--- src/rtl/game_pkg.sv ---
// game_pkg: shared geometry, phase/FSM types and score helper for the paddle game
package game_pkg;
  localparam int SCREEN_W  = 640;
  localparam int SCREEN_H  = 480;
  localparam int PAD_H     = 64;
  localparam int PAD_W     = 8;
  localparam int PAD_X1    = 16;
  localparam int PAD_X2    = 616;
  localparam int BALL_SZ   = 8;
  localparam int BALL_SPD  = 4;
  localparam int PAD_SPD   = 6;
  localparam int DEADZONE  = 32;
  localparam int WIN_SCORE = 7;
  localparam int STICK_MID = 128;
  localparam logic [9:0] PAD_Y0    = 10'((SCREEN_H - PAD_H) / 2);
  localparam logic [9:0] BALL_X0   = 10'((SCREEN_W - BALL_SZ) / 2);
  localparam logic [9:0] BALL_Y0   = 10'((SCREEN_H - BALL_SZ) / 2);
  localparam logic [9:0] BALL_STEP = 10'(BALL_SPD);
  localparam logic [9:0] BALL_SIDE = 10'(BALL_SZ);
  localparam logic [9:0] PAD_HT    = 10'(PAD_H);
  localparam logic [9:0] Y_BOT     = 10'(SCREEN_H - BALL_SZ);
  localparam logic [9:0] X_HIT_L   = 10'(PAD_X1 + PAD_W);
  localparam logic [9:0] X_EDGE_L  = 10'(PAD_X1 - BALL_SZ);
  localparam logic [9:0] X_HIT_R   = 10'(PAD_X2 - BALL_SZ);
  localparam logic [9:0] X_EDGE_R  = 10'(PAD_X2 + PAD_W);
  localparam logic [9:0] X_MISS_R  = 10'(SCREEN_W - BALL_SZ);
  localparam logic signed [10:0] PAD_STEP  = 11'(PAD_SPD);
  localparam logic signed [10:0] PAD_Y_MAX = 11'(SCREEN_H - PAD_H);
  localparam logic [7:0] STICK_HI  = 8'(STICK_MID + DEADZONE);
  localparam logic [7:0] STICK_LO  = 8'(STICK_MID - DEADZONE);
  localparam logic [7:0] STICK_CTR = 8'(STICK_MID);
  localparam logic [3:0] WIN_PTS   = 4'(WIN_SCORE);
  typedef enum logic [1:0] {SERVE = 2'd0, PLAY = 2'd1, OVER = 2'd2} phase_t;
  typedef enum logic [2:0] {WAIT, PAD, BALL, HIT, COMMIT} fsm_t;
  function automatic logic [3:0] score_inc(input logic [3:0] s);
    return s >= WIN_PTS ? WIN_PTS : s + 4'd1;
  endfunction
endpackage

--- src/rtl/paddle_mover.sv ---
// paddle_mover: stick deadzone decode and clamped one-frame paddle step
module paddle_mover
  import game_pkg::*;
(
  input  logic [9:0] y,
  input  logic [7:0] stick,
  output logic [9:0] y_next
);
  logic signed [10:0] up, dn;
  assign up = $signed({1'b0, y}) - PAD_STEP;
  assign dn = $signed({1'b0, y}) + PAD_STEP;
  assign y_next = stick > STICK_HI ? (up < 11'sd0 ? 10'd0 : up[9:0]) :
                  stick < STICK_LO ? (dn > PAD_Y_MAX ? 10'(PAD_Y_MAX) : dn[9:0]) : y;
endmodule

--- src/rtl/game_state_updater.sv ---
// game_state_updater: per-frame paddle/ball/score sequencer with atomic output commit
module game_state_updater
  import game_pkg::*;
(
  input  logic       clkin,
  input  logic       rst,
  input  logic       frame_tick,
  input  logic [7:0] stick_Y1,
  input  logic [7:0] stick_Y2,
  input  logic       z1,
  input  logic       z2,
  output logic [9:0] paddle1_y,
  output logic [9:0] paddle2_y,
  output logic [9:0] ball_x,
  output logic [9:0] ball_y,
  output logic [3:0] score1,
  output logic [3:0] score2,
  output logic [1:0] phase,
  output logic       frame_done
);
  fsm_t state, state_nxt;
  phase_t w_ph, h_ph;
  logic [7:0] snap_y1, snap_y2;
  logic snap_z1, snap_z2;
  logic [9:0] w_p1, w_p2, w_bx, w_by, p1_nxt, p2_nxt, b_bx, b_by, h_bx, h_by;
  logic w_dx, w_dy, b_dy, h_dx, h_dy, top_hit, bot_hit;
  logic [3:0] w_s1, w_s2, h_s1, h_s2;
  logic hit_l, hit_r, miss_l, miss_r;
  paddle_mover u_pad1 (.y(w_p1), .stick(snap_y1), .y_next(p1_nxt));
  paddle_mover u_pad2 (.y(w_p2), .stick(snap_y2), .y_next(p2_nxt));
  always_ff @(posedge clkin) state <= !rst ? WAIT : state_nxt;
  always_comb state_nxt = state == WAIT ? (frame_tick ? PAD : WAIT) :
                          state == PAD  ? BALL :
                          state == BALL ? HIT :
                          state == HIT  ? COMMIT : WAIT;
  // dx/dy: 1 = increasing coordinate
  assign top_hit = w_by < BALL_STEP;
  assign bot_hit = w_by > Y_BOT - BALL_STEP;
  assign b_bx = w_dx ? w_bx + BALL_STEP : w_bx - BALL_STEP;
  assign b_by = w_dy ? (bot_hit ? Y_BOT : w_by + BALL_STEP) : (top_hit ? 10'd0 : w_by - BALL_STEP);
  assign b_dy = w_dy ? !bot_hit : top_hit;
  assign hit_l = !w_dx && w_bx <= X_HIT_L && w_bx > X_EDGE_L &&
                 w_by + BALL_SIDE > w_p1 && w_by < w_p1 + PAD_HT;
  assign hit_r = w_dx && w_bx >= X_HIT_R && w_bx < X_EDGE_R &&
                 w_by + BALL_SIDE > w_p2 && w_by < w_p2 + PAD_HT;
  assign miss_l = w_bx == 10'd0;
  assign miss_r = w_bx >= X_MISS_R;
  always_comb begin
    h_bx = w_bx;
    h_by = w_by;
    h_dx = w_dx;
    h_dy = w_dy;
    h_s1 = w_s1;
    h_s2 = w_s2;
    h_ph = w_ph;
    if (w_ph == PLAY) begin
      if (hit_l) begin
        h_bx = X_HIT_L;
        h_dx = 1'b1;
      end else if (hit_r) begin
        h_bx = X_HIT_R;
        h_dx = 1'b0;
      end else if (miss_l || miss_r) begin
        h_s1 = miss_r ? score_inc(w_s1) : w_s1;
        h_s2 = miss_l ? score_inc(w_s2) : w_s2;
        h_bx = BALL_X0;
        h_by = BALL_Y0;
        h_dx = miss_r;
        h_ph = (miss_l ? score_inc(w_s2) : score_inc(w_s1)) == WIN_PTS ? OVER : SERVE;
      end
    end else if (w_ph == SERVE) begin
      h_ph = (snap_z1 || snap_z2) ? PLAY : SERVE;
    end else if (snap_z1 && snap_z2) begin
      h_s1 = 4'd0;
      h_s2 = 4'd0;
      h_bx = BALL_X0;
      h_by = BALL_Y0;
      h_dx = 1'b1;
      h_dy = 1'b1;
      h_ph = SERVE;
    end
  end
  always_ff @(posedge clkin) begin
    if (!rst) begin
      {snap_y1, snap_y2, snap_z1, snap_z2} <= {STICK_CTR, STICK_CTR, 2'b00};
      {w_p1, w_p2, w_bx, w_by} <= {PAD_Y0, PAD_Y0, BALL_X0, BALL_Y0};
      {w_dx, w_dy, w_s1, w_s2} <= {2'b11, 8'd0};
      w_ph <= SERVE;
      {paddle1_y, paddle2_y, ball_x, ball_y} <= {PAD_Y0, PAD_Y0, BALL_X0, BALL_Y0};
      {score1, score2, phase} <= {8'd0, SERVE};
      frame_done <= 1'b0;
    end else begin
      frame_done <= state == COMMIT;
      if (state == WAIT && frame_tick) {snap_y1, snap_y2, snap_z1, snap_z2} <= {stick_Y1, stick_Y2, z1, z2};
      if (state == PAD) {w_p1, w_p2} <= {p1_nxt, p2_nxt};
      if (state == BALL && w_ph == PLAY) {w_bx, w_by, w_dy} <= {b_bx, b_by, b_dy};
      if (state == HIT) begin
        {w_bx, w_by, w_dx, w_dy, w_s1, w_s2} <= {h_bx, h_by, h_dx, h_dy, h_s1, h_s2};
        w_ph <= h_ph;
      end
      if (state == COMMIT) begin
        {paddle1_y, paddle2_y, ball_x, ball_y} <= {w_p1, w_p2, w_bx, w_by};
        {score1, score2, phase} <= {w_s1, w_s2, w_ph};
      end
    end
  end
endmodule
--- config.mk ---
export PLATFORM = sky130hd
export DESIGN_NAME = game_state_updater
export DESIGN_NICKNAME = d
export VERILOG_FILES = /design/src/rtl/game_pkg.sv /design/src/rtl/paddle_mover.sv /design/src/rtl/game_state_updater.sv
export SDC_FILE = /design/constraint.sdc
export NUM_CORES = 1
export LEC_CHECK = 0
export CAP_MARGIN = 20
export CORE_AREA = 2 2 161 84
export CTS_CLUSTER_DIAMETER = 80
export DETAILED_ROUTE_END_ITERATION = 12
export DIE_AREA = 0 0 163 86
export MAX_ROUTING_LAYER = met4
export PLACE_DENSITY = 0.75
export SLEW_MARGIN = 20
export SYNTH_ARGS = -nofsm -noshare
export SYNTH_HDL_FRONTEND = slang
export SYNTH_SLANG_ARGS = --single-unit
--- constraint.sdc ---
create_clock -name clkin -period 4.4 [get_ports clkin]
set_input_delay 1.1 -clock clkin [delete_from_list [all_inputs] [get_ports clkin]]
set_output_delay 1.1 -clock clkin [all_outputs]
set_load 0.005 [all_outputs]
==> metrics.csv <==
metric,value,unit
outcome,finished clean,
hold_buffers,0,
antenna_found_initial,0,
setup_viol,0,
globalplace.congestion,0.903,
syn_inst,916,
route.antenna.remaining_nets,0,
dieArea,14000,µm²
fin_crit_sh,82.6,%
port_buffers,65,
synth_cell_types,77,
die_h,86,µm
via_per_inst,5.98,
routed_wl,17.8,mm
r2r.worst_path.cells,10,
htreeDepth,3,
grtUsageTotal,26.9,%
worstPathRequired,4.65,ns
p_leak,3.14,nW
final_cell_mix,"nand2_1 (178), dfxtp_1 (112), clkdlybuf4s50_1 (64), a21oi_1 (55), ha_1 (53)",
synth-edff-count,0,
fmax,275,MHz
cts_setup_buffers,0,
nNetsFinal,1014,
cts.clk_slew.worst_paths,0.08,ns
crit_type,reg2reg,
wl_per_cell,16.0,µm
reg2reg_from,w_by[4]$_SDFFE_PN0P_,
hold_path_end,score2[3]$_SDFFE_PN0P_,
yosys_warnings,0,
grt_max_degree,58,
tightest_slew,0.897,ns
tns,0,ns
synth_top_area_share,31.5,%
clk_path_buf_depth,2,
stdcell_area,8090,µm²
crit_chain,ha_1 > nand4_1 > xnor2_1 > ha_1 > and4_1 > a221oi_1 > o31ai_1 > o31ai_1 > nand2_1 > o21ba_2,
fin_cells,1114,
cts_buffers,9,
final_common_cell,nand2_1,
max_slew_margin,40.2,%
r2r-end,w_bx[3]$_SDFFE_PN1P_,
grt_pass1_vias,5953,
fin_skew,0.00916,ns
drive_above_1_share,4.77,%
min_path_cells,2,
max_stage_delay,0.65,ns
dr.first_iter.drc_count,668,
grt_pass1_wl,29.7,mm
power_density,272,nW/µm²
avgSynthCellArea,7.76,µm²
ys_seq_area_share,31.5,%
area_delta_synth_final,13.8,%
syn_area,7110,µm²
cts_sinks,112,
rrSetupSlack,0.77,ns
synth_top_cell_by_area,dfxtp_1,
drtPass1Iterations,5,
ys.flop_type,dfxtp_1,
critPathSlowestCell,dfxtp_1,
async_reset_ff_share,0,%
min_from,score2[3]$_SDFFE_PN0P_,
rows,29,
synthTopCellsByArea,"dfxtp_1 (32%), nand2_1 (9.5%), ha_1 (9.3%), a21boi_0 (5.2%), a21oi_1 (3.9%)",
cts_tree,built,
vias,6657,
fin_util,64.6,%
placed_cells_incl_taps,1097,
start_util,56.8,%
period_minus_slack,3.63,ns
rsz0062_at_grt,false,
grt_overflow,0,
hold_viol,0,
die_w,163,µm
postCtsResizedCells,0,
antenna_cells,0,
clock_latency,0.35,ns
hp-class,reg2reg,
cp-start-kind,flop,
ios,72,
cp_data_arrival_time,3.88,ns
dpl.hpwl,12.8,mm
crit_fanout,13,
maxSlewViolCount,0,
cp-end-kind,flop,
placed_cell_area,7760,µm²
root_buffer,clkbuf_16,
cap_violations,0,
synth_seq_cells,112,
coreArea,12500,µm²
startpoint,w_by[4]$_SDFFE_PN0P_,
drc_errors,0,
vdd_drop_max,0.000244,V
-- state kept, by name, summed over array words and instances, names as in the netlist, 2 cells and up --
signal     flops
paddle1_y      9
paddle2_y      9
w_p1           9
w_p2           9
ball_x         8
ball_y         8
snap_y1        8
snap_y2        8
w_bx           8
w_by           8
score1         4
score2         4
w_s1           4
w_s2           4
state          3
phase          2
w_ph           2
-- stage by stage --
stage / hold slack (ns) / setup slack (ns) / power (mW)
after global routing: 0.481 / 0.570 / 2.31
after floorplan: 0.438 / 1.34 / 1.32
after global placement: 0.448 / 1.01 / 1.40
final: 0.463 / 0.768 / 2.20
after detailed placement: 0.454 / 0.898 / 1.40
after CTS: 0.465 / 0.866 / 2.22
-- metal layers --
layer / vias to the layer above / part of all wire (%) / track usage [%] / wire length [µm]
met4: 0 / 0.74 / 3.94 / 131
li1: 3306 / - / - / -
met2: 266 / 44 / 41.9 / 7830
met1: 3066 / 48 / 37.2 / 8480
met5: - / 0 / - / 0
met3: 19 / 7.7 / 5.03 / 1360
-- final cells by class --
cell class                 instances  area (µm²)
multi-input combinational        712        4490
inverter                          33         124
fill                            1136        4430
clock buffer                       9         225
timing repair buffer              71         723
clock inverter                     7        75.1
sequential                       112        2240
tap                              170         213
-- logic make-up (layout without fill, tap and decap cells) --
kind of cell    Yosys count  after routing  synth area share (%)
mux                       8              8                  1.16
other cells               1              6                0.0528
fa+ha+maj                55             55                  9.75
simple gates            358            358                  23.8
compound gates          261            261                  25.1
buf+inv                  97            120                  5.62
flops                   112            112                  31.5
xor+xnor                 24             24                  2.96
-- power breakdown --
part / switching, mW / leakage (nW) / internal (mW) / total, mW
clock: 0.414 / 0.147 / 0.402 / 0.816
sequential: 0.0436 / 0.907 / 1.04 / 1.08
combinational: 0.177 / 2.08 / 0.125 / 0.302
total: 0.635 / 3.14 / 1.57 / 2.20
-- synthesized netlist by cell type, types with 5 or more instances --
master    instances
nand2_1         179
dfxtp_1         112
a21oi_1          55
ha_1             53
clkbuf_1         51
o21ai_0          51
a21boi_0         49
nor2_1           41
nand3_1          40
inv_1            32
xnor2_1          17
nor3_1           14
o211ai_1         14
nor2b_1          13
and3_1           10
nand4_1          10
or3_1            10
a31oi_1           9
buf_4             7
nor4_1            7
o31ai_1           7
xor2_1            7
and2_1            6
mux2i_1           6
nand2b_1          6
a211oi_1          5
a221oi_1          5
o22ai_1           5
-- how the worst max path moves through the flow --
stage / end / cells past startpoint
3_3_place_gp: w_bx[8]$_SDFFE_PN1P_ / 10
3_5_place_dp: w_bx[3]$_SDFFE_PN1P_ / 10
4_1_cts: w_bx[3]$_SDFFE_PN1P_ / 10
2_1_floorplan: w_bx[4]$_SDFFE_PN1P_ / 11
6_report: w_bx[3]$_SDFFE_PN1P_ / 10
5_1_grt: w_bx[2]$_SDFFE_PN1P_ / 11
-- worst max-delay path, delay by kind of cell, from the launching register on --
family	cells	cell delay, ns
AOI/OAI and AO/OA	4	1.48
adders and majority gates	2	0.57
DFF	1	0.65
and+or+nand+nor	3	0.55
xor gates and xnor gates	1	0.28
Note: power is estimated with default switching activity, not from simulation.
==> patch 1 (same flow settings) <==
Reset style: asynchronous (`rst`), changed in one clocked block.
--- a/src/rtl/game_state_updater.sv
+++ b/src/rtl/game_state_updater.sv
@@ -81,5 +81,5 @@
     end
   end
-  always_ff @(posedge clkin) begin
+  always_ff @(posedge clkin or negedge rst) begin
     if (!rst) begin
       {snap_y1, snap_y2, snap_z1, snap_z2} <= {STICK_CTR, STICK_CTR, 2'b00};
Behaviour: differs if rst is asserted again (counterexample within 10 cycles, from zero or initial values and one cycle with rst low); with rst held inactive, the same outputs for 10 cycles.
==> patch 1 against the unedited design <==
Sequential cell count unchanged. Clock skew rose by 0.00061 ns. Sequential share of layout area up 6.0 points. Worst setup slack improved by 0.21 ns. Maximum frequency rose by 6.0%. Area after synthesis is 3.9% higher. Via count shrank 8.3%. Wire length grew 0.11%. Final area rose by 3.7%. Largest cell class unchanged.
Power is not compared: it rests on default switching activity, and its combinational part moved more than twofold at a synthesized area within 25%.
==> patch 1: results (changes against the unedited design) <==
[setup_path]
rrSetupSlack_ns = 0.97  ; +0.21 ns
slowest_stage = dfstp_2
max_stage_delay_ns = 0.73  ; +0.08 ns
worstPathArrival_ns = 3.71  ; -0.17 ns
path_max_fanout = 16  ; +3
ff2ff_path_depth = 9  ; -1

[sta]
skew_ns = 0.00976  ; +0.000607 ns
tightest_slew_ns = 1.01  ; +0.110 ns

[finish]
layout-drive-gt1-share_pct = 18.5  ; +14 points
fill_cells = 1025  ; -9.8%
fin_cells = 970  ; -13%
fin_nets = 870  ; -14%

[hold_path]
hold_end = w_bx[8]

[placement]
gp_congestion = 0.940  ; +4.1%
dp_hpwl_mm = 12.9  ; +0.97%
dp_cells = 954  ; -13%

[drt]
via_per_inst = 6.29  ; +5.3%
firstDrtPassIters = 8  ; +3

[synth]
async_flop_share_pct = 97.3  ; +97 points
synthTopCellsByCount = dfrtp_1, mux2_2, ha_1, nand2_1, a21oi_1
ys_top_cells_by_area = dfrtp_1, dfstp_2, mux2_2, ha_1, a21oi_1
ys.flop_type = dfrtp_1

[grt]
grt_max_degree = 49  ; -16%
grt_pass1_wl_mm = 30.1  ; +1.3%
grt_usage_pct = 27.8  ; +0.91 points

[run_status]
status = finished, final reports clean

patch 1: metal layers:
| layer | up-vias | global-route usage [%] | share of wire (%) |
|---|---|---|---|
| li1 | 2877 | - | - |
| met1 | 2980 | 39.7 | 49 |
| met2 | 232 | 42.6 | 44 |
| met3 | 16 | 4.11 | 6.1 |
| met4 | 0 | 5.39 | 0.96 |
| met5 | - | - | 0 |
patch 1: per-stage QoR:
stage | util (%) | worst slack (ns) | hold WS [ns]
after floorplan | - | 1.23 | 0.467
after global placement | 64.6 | 1.17 | 0.484
after detailed placement | 64.6 | 1.07 | 0.490
after CTS | 67.0 | 1.04 | 0.504
after global routing | 67.0 | 0.844 | 0.519
final | 67.0 | 0.973 | 0.501
patch 1: power by group through the flow:
stage | Sequential, W | Clock (W) | Combinational, W
finish | 0.00202 | 0.000817 | 0.00305
global placement | 0.00200 | 0 | 0.00294
global route | 0.00208 | 0.000889 | 0.00339
floorplan | 0.00173 | 0 | 0.00233
detailed placement | 0.00202 | 0 | 0.00299
CTS | 0.00201 | 0.000844 | 0.00302
patch 1: area by class of cell:
cell class | instances | share of cell area [%]
Sequential cell | 112 | 33.8
Inverter | 37 | 1.65
Multi-Input combinational cell | 566 | 50.5
Tap cell | 170 | 2.53
Timing Repair Buffer | 69 | 8.08
Clock buffer | 9 | 2.68
Clock inverter | 7 | 0.835
patch 1: kinds of logic (layout without fill, tap and decap cells):
logic type / Yosys count / after routing / synth area share [%]
AOI/OAI and AO/OA: 205 / 205 / 19.2
and+or+nand+nor: 203 / 203 / 14.1
DFF: 112 / 112 / 38.4
buffers and inverters: 82 / 122 / 4.79
muxes: 76 / 76 / 11.6
adders and majority gates: 56 / 56 / 9.52
xor gates and xnor gates: 20 / 20 / 2.37
other: 1 / 6 / 0.0508
==> patch 2 (same flow settings) <==
Made on the original files. The 5 states of `fsm_t` get a one-hot encoding in 5 bits.
--- a/src/rtl/game_pkg.sv
+++ b/src/rtl/game_pkg.sv
@@ -32,5 +32,5 @@
   localparam logic [3:0] WIN_PTS   = 4'(WIN_SCORE);
   typedef enum logic [1:0] {SERVE = 2'd0, PLAY = 2'd1, OVER = 2'd2} phase_t;
-  typedef enum logic [2:0] {WAIT, PAD, BALL, HIT, COMMIT} fsm_t;
+  typedef enum logic [4:0] {WAIT = 5'b00001, PAD = 5'b00010, BALL = 5'b00100, HIT = 5'b01000, COMMIT = 5'b10000} fsm_t;
   function automatic logic [3:0] score_inc(input logic [3:0] s);
     return s >= WIN_PTS ? WIN_PTS : s + 4'd1;
Formal check against the unedited RTL: same outputs for any inputs over 10 cycles, from zero or initial values and one cycle with rst low; not proved beyond that.
==> patch 2 against the unedited design <==
Highest routed layer unchanged. Die area stayed put. Largest power group is now the clock network. Power is 17% higher. Area after synthesis rose by 0.25%. Wire length increased by 9.7%. Non-clock buffer count stayed put. Via count rose by 5.5%. Critical path depth did not move. Clock power increased by 65%. Final area is 3.3% higher. Worst setup slack improved by 0.19 ns. Sequential share of layout area is 0.41 points lower. Sequential cell count grew 2.
==> patch 2: results (changes against the unedited design) <==
[grt]
gr-total-overflow = 0  ; unchanged
grt_max_degree = 55  ; -5.2%
grt_pass1_wl_mm = 32.7  ; +10%
grt_use_met2_pct = 46.4  ; +4.5 points
use_met3_pct = 5.85  ; +0.82 points
grt_usage_pct = 30.0  ; +3.1 points
antenna_found_initial = 0  ; unchanged
met1_usage_pct = 40.1  ; +2.9 points
grt_pass1_vias = 6554  ; +10%

[setup_path]
worstPathArrival_ns = 3.76  ; -0.12 ns
timing.rr.start = w_by[6]
r2r-end = w_bx[4]
ff2ff_path_depth = 10  ; unchanged
path_max_fanout = 14  ; +1
slowest_stage = dfxtp_1
crit_type = reg2reg
cpLargestDelayFamily = compound AO/OA/AOI/OAI gates
max_stage_delay_ns = 0.65  ; about the same
rrSetupSlack_ns = 0.96  ; +0.19 ns

[finish]
antenna_cells = 0  ; unchanged
layout-drive-gt1-share_pct = 7.65  ; +2.9 points
fill_cells = 1076  ; -5.3%
fin_nets = 1029  ; +1.5%

[clock_tree]
cts_htree_levels = 4  ; +1
clk_path_buf_depth = 2  ; unchanged
ctsRootBufferMaster = clkbuf_16
cts_resized = 0  ; unchanged
cts_setup_buffers = 0  ; unchanged
clk_latency_ns = 0.42  ; +0.07 ns
cts_buffers = 17  ; +8
clk_pin_slew_ns = 0.06  ; -0.02 ns

[hold_path]
hold_path.class = reg2reg
worstHoldStart = snap_y1[4]

[synth]
yosys_warnings = 0  ; unchanged
ys.flop_type = dfxtp_1
ys_seq_area_share_pct = 32.0  ; +0.48 points
ys_top_cells_by_area = dfxtp_1, ha_1, nand2_1, a21oi_1, o21ai_0
ys_types = 84  ; +9.1%
synthTopCellsByCount = nand2_1, dfxtp_1, a21oi_1, ha_1, o21ai_0

[run_status]
status = finished, final reports clean

[power]
p_leak_nw = 3.25  ; +3.7%
ir_drop_mv = 0.177  ; -27%

[sta]
relSlewSlack_pct = 47.1  ; +6.9 points
tns_ns = 0  ; unchanged
skew_ns = 0.00826  ; -0.000898 ns

[drt]
firstDrtPassIters = 6  ; +1
drt_iter0_drc = 759  ; +14%
wl_mm = 19.5  ; +9.7%
via_per_inst = 6.18  ; +3.3%

[placement]
gp_congestion = 0.974  ; +7.8%
post_dp_cell_area_mm2 = 0.00778  ; +0.23%
io_buffers = 65  ; unchanged
dp_hpwl_mm = 13.7  ; +6.8%

patch 2: cell count changes in the layout (fill, tap and decap cells not counted), sizes merged, moves of 6 or more:
cell	before	now
o21a	3	9
clkbuf	9	17
a21boi	50	1
nor3	14	21
inv	34	46
a21oi	56	93
patch 2: worst register-to-register path, cell delays in order, from the launching register on:
cell      delay, ns
dfxtp_1        0.65
and3_1         0.30
nand3_1        0.13
xnor2_1        0.29
ha_1           0.30
and4_1         0.20
a221oi_1       0.60
o31ai_1        0.23
o21ai_4        0.29
nand2_1        0.15
o21a_1         0.21
patch 2: per-layer routing:
metal / part of all wire, % / routed length (µm)
met5: 0 / 0
met4: 1.4 / 276
met3: 7.6 / 1480
met2: 45 / 8730
met1: 46 / 9050
patch 2: cell type report:
| cell class | instances | area share (%) |
|---|---|---|
| sequential | 114 | 27.3 |
| clock buffer | 17 | 5.09 |
| tap | 170 | 2.54 |
| inverter | 38 | 1.71 |
| multi-input combinational | 712 | 53.3 |
| clock inverter | 15 | 1.77 |
| timing repair buffer | 71 | 8.26 |
patch 2: worst min-delay path by stage:
stage	cells after the start	end	slack, ns
global route	2	snap_y2[1]	0.47
finish	2	snap_y1[4]	0.45
CTS	2	snap_y1[4]	0.45
floorplan	2	snap_y2[4]	0.43
global placement	2	snap_y1[1]	0.44
detailed placement	2	snap_y1[4]	0.45
patch 2: power breakdown:
group	switching (W)	internal, W
sequential	0.0000171	0.00105
combinational	0.0000944	0.0000585
clock	0.000559	0.000794
total	0.000671	0.00190
patch 2: through the flow:
stage                     cells  worst slack (ns)  util [%]  hold WS, ns
final                      1137             0.957      66.8        0.451
after global routing       1137             0.820      66.8        0.474
after CTS                  1137              1.12      66.7        0.453
after detailed placement   1105              1.14      62.1        0.447
after global placement     1105              1.24      62.1        0.440
after floorplan             925              1.58         -        0.431
patch 2: cells by family (layout without fill, tap and decap cells):
group / Yosys count / after routing / share of synthesized area, %
simple gates: 358 / 358 / 24.4
compound gates: 265 / 265 / 24.4
flops: 114 / 114 / 32.0
buf+inv: 99 / 141 / 5.83
fa+ha+maj: 56 / 56 / 9.87
xor+xnor: 24 / 24 / 2.95
mux: 3 / 3 / 0.439
other cells: 1 / 6 / 0.0526
